File: src/rtl/pipe_pkg.sv
// Shared definitions for the valid/ready pipeline stage register.
//   - state_e      : occupancy state of a stage (EMPTY / ONE / TWO)
//   - CTRL_*       : bit positions of the ID/EX control bundle fields
//   - DATA_*       : bit offsets and widths of the ID/EX data bundle fields
package pipe_pkg;

   typedef enum logic [1:0] {
      StEmpty = 2'd0,
      StOne   = 2'd1,
      StTwo   = 2'd2
   } state_e;

   // ID/EX control bundle layout (CTRL_W = 8, bit 7 spare)
   localparam int unsigned CTRL_ULA_LSB    = 0;
   localparam int unsigned CTRL_ULA_W      = 2;
   localparam int unsigned CTRL_MUX_ULA    = 2;
   localparam int unsigned CTRL_MEM_RD     = 3;
   localparam int unsigned CTRL_MEM_WR     = 4;
   localparam int unsigned CTRL_REG_WR     = 5;
   localparam int unsigned CTRL_MUX_REG_WR = 6;

   // ID/EX data bundle layout; bits above DATA_USED_W are reserved for PC/PC+4
   localparam int unsigned DATA_IMM_LSB    = 0;
   localparam int unsigned DATA_IMM_W      = 32;
   localparam int unsigned DATA_RS1_LSB    = 32;
   localparam int unsigned DATA_RS2_LSB    = 37;
   localparam int unsigned DATA_RD_LSB     = 42;
   localparam int unsigned DATA_REG_W      = 5;
   localparam int unsigned DATA_FUNCT7_LSB = 47;
   localparam int unsigned DATA_FUNCT7_W   = 7;
   localparam int unsigned DATA_FUNCT3_LSB = 54;
   localparam int unsigned DATA_FUNCT3_W   = 3;
   localparam int unsigned DATA_VAL_A_LSB  = 57;
   localparam int unsigned DATA_VAL_B_LSB  = 89;
   localparam int unsigned DATA_VAL_W      = 32;
   localparam int unsigned DATA_USED_W     = 121;

endpackage

File: src/rtl/pipe_slot.sv
// One storage entry of a pipeline stage: control bundle plus data bundle.
// Ports:
//   clk, rst  : clock, asynchronous active-high reset (clears everything)
//   ld_i      : capture ctrl_i/data_i
//   clr_i     : invalidate entry; wins over ld_i. Clears control always,
//               data only when ZERO_DATA != 0
//   ctrl_i/o  : control bundle in / held value
//   data_i/o  : data bundle in / held value
module pipe_slot import pipe_pkg::*; #(
   parameter int unsigned CTRL_W    = 8,
   parameter int unsigned DATA_W    = 144,
   parameter int unsigned ZERO_DATA = 0
) (
   input  logic              clk,
   input  logic              rst,
   input  logic              ld_i,
   input  logic              clr_i,
   input  logic [CTRL_W-1:0] ctrl_i,
   input  logic [DATA_W-1:0] data_i,
   output logic [CTRL_W-1:0] ctrl_o,
   output logic [DATA_W-1:0] data_o
);

   logic [CTRL_W-1:0] ctrl_q, ctrl_d;
   logic [DATA_W-1:0] data_q, data_d;

   always_comb begin
      ctrl_d = ctrl_q;
      data_d = data_q;
      if (clr_i) begin
         ctrl_d = '0;
         if (ZERO_DATA != 0) data_d = '0;
      end else if (ld_i) begin
         ctrl_d = ctrl_i;
         data_d = data_i;
      end
   end

   always_ff @(posedge clk or posedge rst) begin
      if (rst) begin
         ctrl_q <= '0;
         data_q <= '0;
      end else begin
         ctrl_q <= ctrl_d;
         data_q <= data_d;
      end
   end

   assign ctrl_o = ctrl_q;
   assign data_o = data_q;

endmodule

File: src/rtl/pipe_stage_reg.sv
// Valid/ready pipeline stage register carrying a control and a data bundle.
// With SKID_EN != 0 a second (skid) entry makes in_ready purely registered;
// with SKID_EN == 0 there is one entry and in_ready depends combinationally on
// out_ready (a timing path through this stage).
// Ports:
//   clk, rst            : clock, asynchronous active-high reset
//   in_valid/in_ready   : upstream handshake
//   in_ctrl/in_data     : upstream bundles
//   flush               : synchronous kill of held and incoming entries
//   out_valid/out_ready : downstream handshake
//   out_ctrl/out_data   : head entry (out_ctrl forced to 0 on bubbles)
//   stall_cnt           : saturating count of out_valid & !out_ready cycles
module pipe_stage_reg import pipe_pkg::*; #(
   parameter int unsigned CTRL_W    = 8,
   parameter int unsigned DATA_W    = 144,
   parameter int unsigned SKID_EN   = 1,
   parameter int unsigned ZERO_DATA = 0,
   parameter int unsigned CNT_W     = 16
) (
   input  logic              clk,
   input  logic              rst,
   input  logic              in_valid,
   output logic              in_ready,
   input  logic [CTRL_W-1:0] in_ctrl,
   input  logic [DATA_W-1:0] in_data,
   input  logic              flush,
   output logic              out_valid,
   input  logic              out_ready,
   output logic [CTRL_W-1:0] out_ctrl,
   output logic [DATA_W-1:0] out_data,
   output logic [CNT_W-1:0]  stall_cnt
);

   state_e            state_q, state_d;
   logic              live_q;
   logic              accept, issue;
   logic              main_ld, main_clr, main_from_skid;
   logic              skid_ld, skid_clr;
   logic [CTRL_W-1:0] main_ctrl, skid_ctrl, main_ctrl_in;
   logic [DATA_W-1:0] main_data, skid_data, main_data_in;
   logic [CNT_W-1:0]  cnt_q, cnt_d;

   assign out_valid = (state_q != StEmpty);

   // live_q holds in_ready low while in reset and for the cycle rst falls in
   always_comb begin
      if (SKID_EN != 0) in_ready = live_q & (state_q != StTwo);
      else              in_ready = live_q & (~out_valid | out_ready);
   end

   assign accept = in_valid & in_ready;
   assign issue  = out_valid & out_ready;

   always_comb begin
      state_d        = state_q;
      main_ld        = 1'b0;
      main_clr       = 1'b0;
      main_from_skid = 1'b0;
      skid_ld        = 1'b0;
      skid_clr       = 1'b0;
      if (flush) begin
         // a concurrent issue still completes; incoming entry is dropped
         state_d  = StEmpty;
         main_clr = 1'b1;
         skid_clr = 1'b1;
      end else begin
         unique case (state_q)
            StEmpty: begin
               if (accept) begin
                  main_ld = 1'b1;
                  state_d = StOne;
               end
            end
            StOne: begin
               if (accept && issue) begin
                  main_ld = 1'b1;
               end else if (issue) begin
                  main_clr = 1'b1;
                  state_d  = StEmpty;
               end else if (accept) begin
                  // only reachable with a skid entry; without one in_ready is low here
                  skid_ld = 1'b1;
                  state_d = StTwo;
               end
            end
            StTwo: begin
               if (issue) begin
                  main_ld        = 1'b1;
                  main_from_skid = 1'b1;
                  state_d        = StOne;
               end
            end
            default: state_d = StEmpty;
         endcase
      end
   end

   assign main_ctrl_in = main_from_skid ? skid_ctrl : in_ctrl;
   assign main_data_in = main_from_skid ? skid_data : in_data;

   pipe_slot #(
      .CTRL_W    (CTRL_W),
      .DATA_W    (DATA_W),
      .ZERO_DATA (ZERO_DATA)
   ) u_main (
      .clk    (clk),
      .rst    (rst),
      .ld_i   (main_ld),
      .clr_i  (main_clr),
      .ctrl_i (main_ctrl_in),
      .data_i (main_data_in),
      .ctrl_o (main_ctrl),
      .data_o (main_data)
   );

   if (SKID_EN != 0) begin : g_skid
      pipe_slot #(
         .CTRL_W    (CTRL_W),
         .DATA_W    (DATA_W),
         .ZERO_DATA (ZERO_DATA)
      ) u_skid (
         .clk    (clk),
         .rst    (rst),
         .ld_i   (skid_ld),
         .clr_i  (skid_clr),
         .ctrl_i (in_ctrl),
         .data_i (in_data),
         .ctrl_o (skid_ctrl),
         .data_o (skid_data)
      );
   end else begin : g_no_skid
      assign skid_ctrl = '0;
      assign skid_data = '0;
   end

   always_comb begin
      cnt_d = cnt_q;
      if (out_valid && !out_ready && (cnt_q != {CNT_W{1'b1}})) begin
         cnt_d = cnt_q + {{(CNT_W-1){1'b0}}, 1'b1};
      end
   end

   always_ff @(posedge clk or posedge rst) begin
      if (rst) begin
         state_q <= StEmpty;
         live_q  <= 1'b0;
         cnt_q   <= '0;
      end else begin
         state_q <= state_d;
         live_q  <= 1'b1;
         cnt_q   <= cnt_d;
      end
   end

   // bubbles never present stale mem_wr/reg_wr downstream
   assign out_ctrl  = out_valid ? main_ctrl : '0;
   assign out_data  = main_data;
   assign stall_cnt = cnt_q;

endmodule

File: config.mk
export PLATFORM = sky130hd
export DESIGN_NAME = pipe_stage_reg
export DESIGN_NICKNAME = d
export VERILOG_FILES = /design/src/rtl/pipe_pkg.sv /design/src/rtl/pipe_slot.sv /design/src/rtl/pipe_stage_reg.sv
export SDC_FILE = /design/constraint.sdc
export NUM_CORES = 1
export LEC_CHECK = 0
export CAP_MARGIN = 0
export CORE_ASPECT_RATIO = 1.1
export CORE_MARGIN = 3
export CORE_UTILIZATION = 50
export DETAILED_ROUTE_END_ITERATION = 12
export PLACE_DENSITY = 0.88
export SLEW_MARGIN = 25
export SYNTH_ARGS = -nofsm -noshare
export SYNTH_HDL_FRONTEND = slang
export SYNTH_SLANG_ARGS = --single-unit
File: constraint.sdc
create_clock -name clk -period 13.4 [get_ports clk]
set_input_delay 2.68 -clock clk [delete_from_list [all_inputs] [get_ports clk]]
set_output_delay 2.68 -clock clk [all_outputs]
set_load 0.005 [all_outputs]
=== Word level (Yosys, flattened, before mapping) ===
Index checks and enable logic that the tools add are counted.

* $add $sub $neg: 1
* Eq/ne operators: 8
* Muxes and demuxes: 29
* Bitwise logic cells: 5
* Reduce and logical (&&, ||, !) cells: 11

{| class="wikitable"
|+ Operators by type and width
! cell !! count
|-
| 144-bit two-way mux || 1
|-
| 8-bit two-way mux || 6
|-
| 16-bit by 1-bit adder with 16-bit output, second input constant || 1
|-
| 16-bit != test, second input constant || 1
|-
| 1-bit two-way mux || 14
|-
| 2-bit two-way mux || 6
|-
| 3-bit != test, second input constant || 3
|-
| 2-bit case mux with 3 select lines || 1
|-
| 2-bit nonzero test || 3
|-
| 4-bit != test, second input constant || 1
|-
| 2-bit AND reduction || 2
|-
| 4-bit AND reduction || 1
|-
| 1-bit bitwise AND || 3
|-
| 1-bit logical AND || 3
|-
| 1-bit case mux with 3 select lines || 1
|-
| 2-bit by 1-bit == test with 1-bit output, second input constant || 1
|-
| 2-bit == test, second input constant || 1
|-
| 2-bit logical NOT || 1
|-
| 2-bit != test, second input constant || 1
|-
| 1-bit inverter || 2
|-
| 1-bit logical NOT || 1
|}

* Bits in registers: 323
* Bits of input ports: 157
* Output and inout bits: 170

=== Longest topological paths before layout ===
* Word-level depth: 10
* Gate-level depth with buffers: 8

=== Cells and area by module ===
Synthesis repeated with hierarchy kept, for this count alone.

* Cell total of the unflattened synthesis: 933
* Area total of the unflattened synthesis: 14863.0 µm²

{| class="wikitable"
|+ By module, submodules not included
! module !! instances !! cells an instance !! area each (µm²) !! seq. area each (µm²)
|-
| pipe_slot || 2 || 332 || 6000.8 || 3803.6
|-
| pipe_stage_reg || 1 || 269 || 2861.5 || 475.5
|}

=== Worst setup path before layout ===
Ideal clock, no wire load.

* Path type: input -> register
* From: input port out_ready
* To: register u_main.data_q[0] (netlist: u_main.data_o[0])
* Setup time: 0.126 ns
* Data arrival time: 4.012 ns
* Required time: 13.274 ns
* Setup slack: 9.262 ns
* Stages: 7
* Path buffers: 3
* Cell sequence: buf_4 nand2b_1 or3b_1 a21oi_2 buf_2 buf_2 a21oi_1

* Word-level cells in the longest chain between the ends: 7

{| class="wikitable"
|+ RTL lines
! item !! RTL line !! source
|-
| start, declared || pipe_stage_reg.sv:28 || <nowiki>input logic out_ready,</nowiki>
|-
| 1-bit bitwise AND (*) || pipe_stage_reg.sv:52 || <nowiki>assign issue = out_valid & out_ready;</nowiki>
|-
| 1-bit two-way mux or 1-bit logical AND (tied branches) || pipe_stage_reg.sv:77, pipe_stage_reg.sv:87, pipe_stage_reg.sv:75 ||
|-
| 1-bit two-way mux || pipe_stage_reg.sv:75 || <nowiki>if (accept && issue) begin</nowiki>
|-
| 1-bit two-way mux || pipe_stage_reg.sv:67 || <nowiki>unique case (state_q)</nowiki>
|-
| 1-bit two-way mux || pipe_stage_reg.sv:61 || <nowiki>if (flush) begin</nowiki>
|-
| 1-bit inverter (no line) || -- ||
|-
| 2-bit AND reduction (no line) || -- ||
|-
| end signal, assigned || pipe_slot.sv:45 || <nowiki>data_q <= data_d;</nowiki>
|-
| end, declared || pipe_slot.sv:25 || <nowiki>logic [DATA_W-1:0] data_q, data_d;</nowiki>
|}

Every way passes the cells marked *; elsewhere a longest branch is shown, timed or not.
A chain may end at the register's enable or synchronous reset.

=== Final worst setup path ===
* From: input port out_ready
* To: register u_main.data_q[51] (netlist: u_main.data_o[51])

Same word-level chain as after synthesis.

==> metrics <==
Psw 0.6430 mW; drt drc 0; hold path cells 1; cts-stage hold buffer count 0; sequential fraction of the synthesis area 59.61%; first-pass GRT wire length 51.05 mm; Worst Path Buf+Inv 3; layout cells sized above 1 14.20%; Post-DP HPWL 20.92 mm; Hold Crit Start g_skid.u_skid.data_o[2]$_DFFE_PP0P_; area share of and/or/nand/nor cells after synthesis 6.108%; status complete, no violations; CTS tree built; port bufs 326; YS warnings 0; IO Pins 327; clk sinks 323; Period Utilization, post-route 42.34%; nets 1537; Synth Area in Compound Gates 6.616%; Sequential Power Share 48.4%; critical path endpoint category flip-flop; Tot Pwr 2.573 mW; final WL 32.47 mm; Clock Pin Slew Worst Setup and Hold Paths 0.06 ns; fillers 1856; clock buffer depth 3; post-synthesis mux area share 23.93%; Placeable Area 26380 um^2; min Tclk post-route 5.674 ns; number of gates resized after CTS 0; internal power 1.930 mW; num rows 62; clock root cell clkbuf_16; Max Transition Viols Final 0; crit path cell chain clkdlybuf4s50_1, nand2b_1, or3b_1, a21oi_4, buf_4, buf_4, nor2_1, a21oi_1; Post-Syn Instances 1075; Rel. slew slack 30.38%; Die Width 163.0 um; CP arrival 6.13 ns; Setup CP Type in2reg; fin util 68.48%; Hold Path Sink g_skid.u_skid.data_o[2]$_DFFE_PP0P_; Die ar. 29130 um^2; setup violators final 0; Synth Net Count 1233; Worst path max stage delay 0.80 ns; CP max-delay cell buf_4; vias 9497; Post-CTS Setup Bufs 0; f_max 176.3 MHz; die height 178.7 um; CTS Buf Count 31; placer congestion estimate 0.8103; Skew-Pair Late Insertion Delay 0.54 ns; Clock power frac 32.3%; CP max FO 96; R2R Setup Slk 10.16 ns; All-Layer GR Usage 21.48%; Pre-antenna DRT Iters 6; setup TNS 0 ns; DR WL/cell 18.51 um; data required time of the critical path 13.86 ns; initial core utilization 51.41%; largest net degree at the start of global routing 145; area share of fa/ha/maj cells after synthesis 0.09227%; post-synthesis cell type count 39; Post-Syn Area 13560 um^2; #FFs+latches synth 323; Syn Area/Cell 12.61 um^2; Max Cap Viol 0; Comb power frac 19.3%; antenna-violating nets left 0; switching share of power 24.99%; Final Hold Violating Endpoints 0; P_leak 7.473 nW; post-synthesis xor/xnor area fraction 0.8396%; RSZ-0062 raised after global routing false; Area growth syn-to-layout 33.20%; Worst R2R Path Depth 7; CP most frequent cell buf_4; H-tree depth 1; pwr/cell area 142.5 nW/um^2; Peak VDD IR 0.1135 mV; vias in the first global route 9855; reg-to-reg critical path startpoint state_q[0]$_DFFE_PP0P_; Area after DPL 17030 um^2; Top Family by Delay on Critical Path buffers and inverters; Least-Margin Pin Slew 1.044 ns; antenna violations before repair 0; hold crit path type reg2reg; skew final 0.009143 ns; iteration-0 DRC count of the detailed router 610; Final Hold Slack 0.4850 ns; GRT overflow 0; largest family of logic cells by synthesized area multiplexers; crit path launch type input port; Vias/cell 5.414; post-route cell area 18060 um^2; reg2reg end u_main.data_o[51]$_DFFE_PP0P_
-- routing by layer --
metal / track usage (%) / share of wire [%] / vias up / wire, um
met5: 0 / 0 / - / 0
met4: 5.746 / 2.4 / 0 / 771
met3: 5.915 / 8.1 / 50 / 2637
met2: 37.35 / 50 / 334 / 16110
met1: 26.57 / 40 / 4739 / 12950
li1: - / - / 4374 / -
-- cells by family after synthesis --
kind of cell	count (synthesis)
multiplexers	305
XOR/XNOR	13
adder cells (fa/ha/maj)	1
flip-flops	323
buffers and inverters	69
other	1
AO/OA/AOI/OAI	165
AND/OR/NAND/NOR	198
-- through the flow --
step | instances | setup slack, ns
2_1_floorplan | 1075 | 1.779
3_3_place_gp | 1695 | 6.961
3_5_place_dp | 1696 | 6.731
4_1_cts | 1751 | 7.256
5_1_grt | 1753 | 7.523
6_report | 1754 | 7.726
-- cell usage in the layout, fill, tap and decap left out, drive strengths merged, types with 2 or more instances in the layout --
cell type / instances
a211oi: 2
a21oi: 147
a22o: 8
a31oi: 2
a41oi: 2
and3: 3
buf: 11
clkbuf: 45
clkdlybuf4s50: 326
clkinv: 7
clkinvlp: 2
dfrtp: 323
inv: 3
mux2: 153
mux2i: 152
nand2: 10
nand2b: 2
nand3: 3
nand4: 3
nor2: 159
nor2b: 8
nor3: 3
xnor2: 11
xor2: 2
-- synthesized netlist by cell type (all sizes together) --
cell	count	share of area, %
dfrtp	323	60
nor2	159	4.4
mux2	153	13
mux2i	152	11
a21oi	147	5.5
buf	61	2.6
xnor2	11	0.71
nand2	10	0.28
a22o	8	0.52
nor2b	8	0.37
clkbuf	5	0.14
and3	3	0.14
inv	3	0.083
nand3	3	0.11
nand4	3	0.14
nor3	3	0.15
a211oi	2	0.11
a31oi	2	0.092
a41oi	2	0.13
nand2b	2	0.092
xor2	2	0.13
a311oi	1	0.11
and2	1	0.046
and4	1	0.065
conb	1	0.028
ha	1	0.092
nand3b	1	0.055
nand4b	1	0.065
nor3b	1	0.055
o211a	1	0.074
o21a	1	0.055
o21ba	1	0.074
or3	1	0.046
or3b	1	0.065
-- state kept, by name, indices dropped and copies added (netlist names) --
name                  flops
g_skid.u_skid.data_o    144
u_main.data_o           144
stall_cnt                16
g_skid.u_skid.ctrl_o      8
u_main.ctrl_o             8
state_q                   2
live_q                    1
-- worst max-delay path by stage --
stage                    from                                  end  slack, ns  depth (start not counted)
global route        out_ready        u_main.data_o[51]$_DFFE_PP0P_       7.52                          8
global placement    out_ready        u_main.data_o[40]$_DFFE_PP0P_       6.96                          7
finish              out_ready        u_main.data_o[51]$_DFFE_PP0P_       7.73                          8
detailed placement  out_ready        u_main.data_o[51]$_DFFE_PP0P_       6.73                          8
CTS                 out_ready        u_main.data_o[51]$_DFFE_PP0P_       7.26                          8
floorplan                 rst  g_skid.u_skid.ctrl_o[0]$_DFFE_PP0P_       1.78                          1
-- area by class of cell --
type / instances / area (um^2) / area share, %
well taps: 352 / 440.4 / 2.438
multi-input cells: 683 / 5119 / 28.34
repair buffers: 337 / 3431 / 18.99
clock buffers: 45 / 888.4 / 4.918
diodes: 1 / 2.502 / 0.01385
inverters: 3 / 18.77 / 0.1039
clock inverters: 10 / 80.08 / 0.4433
flip-flops and latches: 323 / 8083 / 44.75
-- power groups by stage --
stage          logic, mW  registers (mW)  clock network [mW]
3_3_place_gp       0.477            1.25                   0
3_5_place_dp       0.496            1.26                   0
2_1_floorplan      0.193            1.25                   0
4_1_cts            0.502            1.25               0.848
5_1_grt            0.543            1.26               0.888
6_report           0.496            1.25               0.832
Power figures use the tool's default switching activity.
==> RTL edit: new RTL, config.mk and constraints unchanged <==
`ZERO_DATA` is set to 0 in 2 places; all go to 1. Comments in the files are not updated.
--- a/src/rtl/pipe_slot.sv
+++ b/src/rtl/pipe_slot.sv
@@ -9,7 +9,7 @@
 module pipe_slot import pipe_pkg::*; #(
    parameter int unsigned CTRL_W    = 8,
    parameter int unsigned DATA_W    = 144,
-   parameter int unsigned ZERO_DATA = 0
+   parameter int unsigned ZERO_DATA = 1
 ) (
    input  logic              clk,
    input  logic              rst,
--- a/src/rtl/pipe_stage_reg.sv
+++ b/src/rtl/pipe_stage_reg.sv
@@ -14,7 +14,7 @@
    parameter int unsigned CTRL_W    = 8,
    parameter int unsigned DATA_W    = 144,
    parameter int unsigned SKID_EN   = 1,
-   parameter int unsigned ZERO_DATA = 0,
+   parameter int unsigned ZERO_DATA = 1,
    parameter int unsigned CNT_W     = 16
 ) (
    input  logic              clk,
Check against the original RTL: not equivalent (Yosys sat finds a counterexample within 4 cycles, from zero or initial values and one cycle with rst high).
==> RTL edit against the original RTL <==
- routed wire length is 19% higher
- highest routed layer unchanged
- register-to-register slack worse by 0.12 ns
- synthesized area is 2.5% higher
- die area is 2.4% higher
- clock skew is 0.0016 ns lower
- worst setup slack better by 0.18 ns
- synthesized cell count is 19% higher
- largest cell class unchanged
- sequential cell count stayed put
- count of clock-buffer cells in the layout is 5 higher
- cell area is 2.1% higher
Power is not compared: it rests on default switching activity, and its combinational part moved more than twofold at a synthesized area within 25%.
==> RTL edit: results (changes against the original RTL) <==
The run finished with clean final reports. The total of cells resized after clock tree synthesis is 0 (unchanged), and the maximum clock insertion buffer count is 3 (unchanged). The tools report the startpoint of the most critical register-to-register path as state_q[1]. The final setup skew is 0.00755 ns (-0.00159 ns). The CTS buffer count came out at 34 (+9.7%). In the synthesized netlist, the cells that appear most often are 323 x sky130_fd_sc_hd__dfrtp_1, 311 x sky130_fd_sc_hd__nand2_1, 159 x sky130_fd_sc_hd__a21oi_1.

The depth of the most critical reg-to-reg path is 7 (unchanged), and the DRC violation total after the first TritonRoute iteration is 1308 (+110%). The clock-pin slew of the registers on the worst-case setup and hold paths is 0.06 ns (about the same), and the mean number of vias per cell is 5.79 (+6.9%). Placer's final routability congestion estimate: 0.806 (-0.51%).

The beginning of the worst hold path is u_main.ctrl_o[1]. The slowest stage of the critical path is the sky130_fd_sc_hd__nor2_4 cell. The share of layout cells above drive strength 1 is 4.83% (-9.4 points), and the wire length of the first global-routing pass is 61.2 mm (+20%). The run gives 7.19 ns (+0.457 ns) as the worst slack after detailed placement.

The source-to-sink clock delay at the later pin of the worst-skew pair was 0.49 ns (-0.05 ns); the cell depth of the worst hold path was 1 (unchanged). The average detailed-routed wire length per instance was 20.0 um (+7.9%). The net count after synthesis is 1436 (+16%), and the proportion of synthesized flip-flops having asynchronous set or reset is 100% (unchanged).

For the critical path data arrival time, the log shows 5.82 ns (-0.31 ns). The run gives 0.484 ns (-0.000473 ns) as the worst hold-check slack. The worst hold path terminates at u_main.ctrl_o[1]. The logs give 5 (-1) for the total iterations of the first detailed-routing run and 28.0% (-2.4 points) for the normalized max-slew margin. The count of different cell masters after synthesis was 41 (+5.1%). The biggest cell delay along the critical path is 0.69 ns (-0.11 ns), and the sequential area share after synthesis is 58.2% (-1.5 points). The run gives 10.04 ns (-0.12 ns) as the setup slack on the worst flop-to-flop path. The number of global-route vias before repair was 11500 (+17%). The biggest fanout along the worst timing path is 43 (-55%), and the number of max-capacitance violations reported is 0 (unchanged). H-tree depth reported by CTS: 2 (+1). The synthesized netlist cell count was 1278 (+19%); the die outline area was 0.0298 mm2 (+2.4%). The tools report the largest net degree at the start of global routing as 181 (+25%).

Initial antenna violation count: 2 (+2). The total number of nets in the final design was 1710 (+11%). Cell internal power was estimated by the tool at 1.69 mW. The tools report the estimated wirelength of the detail-placed design as 23.8 mm (+14%). The count of synthesis-stage warnings from yosys came out at 0 (unchanged).

The total routing resource utilization after global routing is 25.2% (+3.8 points). In this run the critical register-to-register path is captured at u_main.data_o[44]. The non-filler instance count after layout was 1934 (+10%). By area the synthesized netlist is led by sky130_fd_sc_hd__dfrtp_1 58%, sky130_fd_sc_hd__mux2i_1 11%, sky130_fd_sc_hd__o2bb2ai_1 9.6%, sky130_fd_sc_hd__nand2_1 8.4%, sky130_fd_sc_hd__a21oi_1 5.7%. The run gives 1959 (+5.5%) as the number of filler instances in the final layout.
[RTL edit: cell count changes in the layout (fill, tap and decap cells not counted), sizes merged, moves of 4 or more]
cell     unedited run  this run
a21oi             147       160
nor2              159         7
o2bb2ai             0       152
xnor2              11         3
nor4                0         4
mux2              153         2
nand2              10       311
clkbuf             45        50
a22o                8         0
nand3               3         7
[RTL edit: worst max-delay path, delay by kind of cell]
family | cells | cell delay, ns
buffers and inverters | 4 | 1.79
AND/OR/NAND/NOR | 2 | 0.92
multiplexers | 1 | 0.28
AO/OA/AOI/OAI | 1 | 0.11
[RTL edit: power groups by stage]
stage	sequential [mW]	combinational, mW	clock (mW)
finish	1.04	0.230	0.935
global route	1.04	0.249	0.991
CTS	1.04	0.232	0.950
detailed placement	1.06	0.230	0
global placement	1.05	0.225	0
floorplan	1.05	0.0864	0
[RTL edit: metrics by stage]
stage	cell area, um2	utilization [%]	power [mW]
6_report	18400	67.8	2.20
5_1_grt	18400	67.8	2.28
4_1_cts	18400	67.7	2.22
3_5_place_dp	17300	63.6	1.29
3_3_place_gp	17300	63.6	1.28
2_1_floorplan	13900	-	1.14
[RTL edit: layout make-up]
class                      instances  area (um2)  share of cell area [%]
sequential                       323        8080                    43.8
multi-input combinational        850        5380                    29.2
timing repair buffer             338        3380                    18.4
clock buffer                      50        1030                    5.61
tap                              357         447                    2.42
clock inverter                     9        76.3                   0.414
inverter                           5        31.3                   0.170
antenna                            2        5.00                  0.0271
[RTL edit: worst max path at each step]
stage | start | to | slack [ns]
4_1_cts | out_ready | u_main.data_o[44] | 7.69
6_report | out_ready | u_main.data_o[44] | 7.91
3_3_place_gp | out_ready | u_main.data_o[29] | 7.36
5_1_grt | out_ready | u_main.data_o[44] | 7.73
2_1_floorplan | rst | g_skid.u_skid.ctrl_o[0] | 1.78
3_5_place_dp | out_ready | u_main.data_o[1] | 7.19
[RTL edit: layer usage]
metal  global-route usage (%)  share of wire, %
met5                        0                 0
met1                     33.9                40
met2                     40.8                49
met3                     5.53               7.8
met4                     8.56               3.1
[RTL edit: kinds of logic after synthesis]
| group | share of synthesized area, % |
|---|---|
| XOR/XNOR | 0.504 |
| AND/OR/NAND/NOR | 10.6 |
| other | 0.0270 |
| flip-flops | 58.2 |
| adder cells (fa/ha/maj) | 0.0900 |
| AO/OA/AOI/OAI | 16.1 |
| buffers and inverters | 3.41 |
| multiplexers | 11.2 |
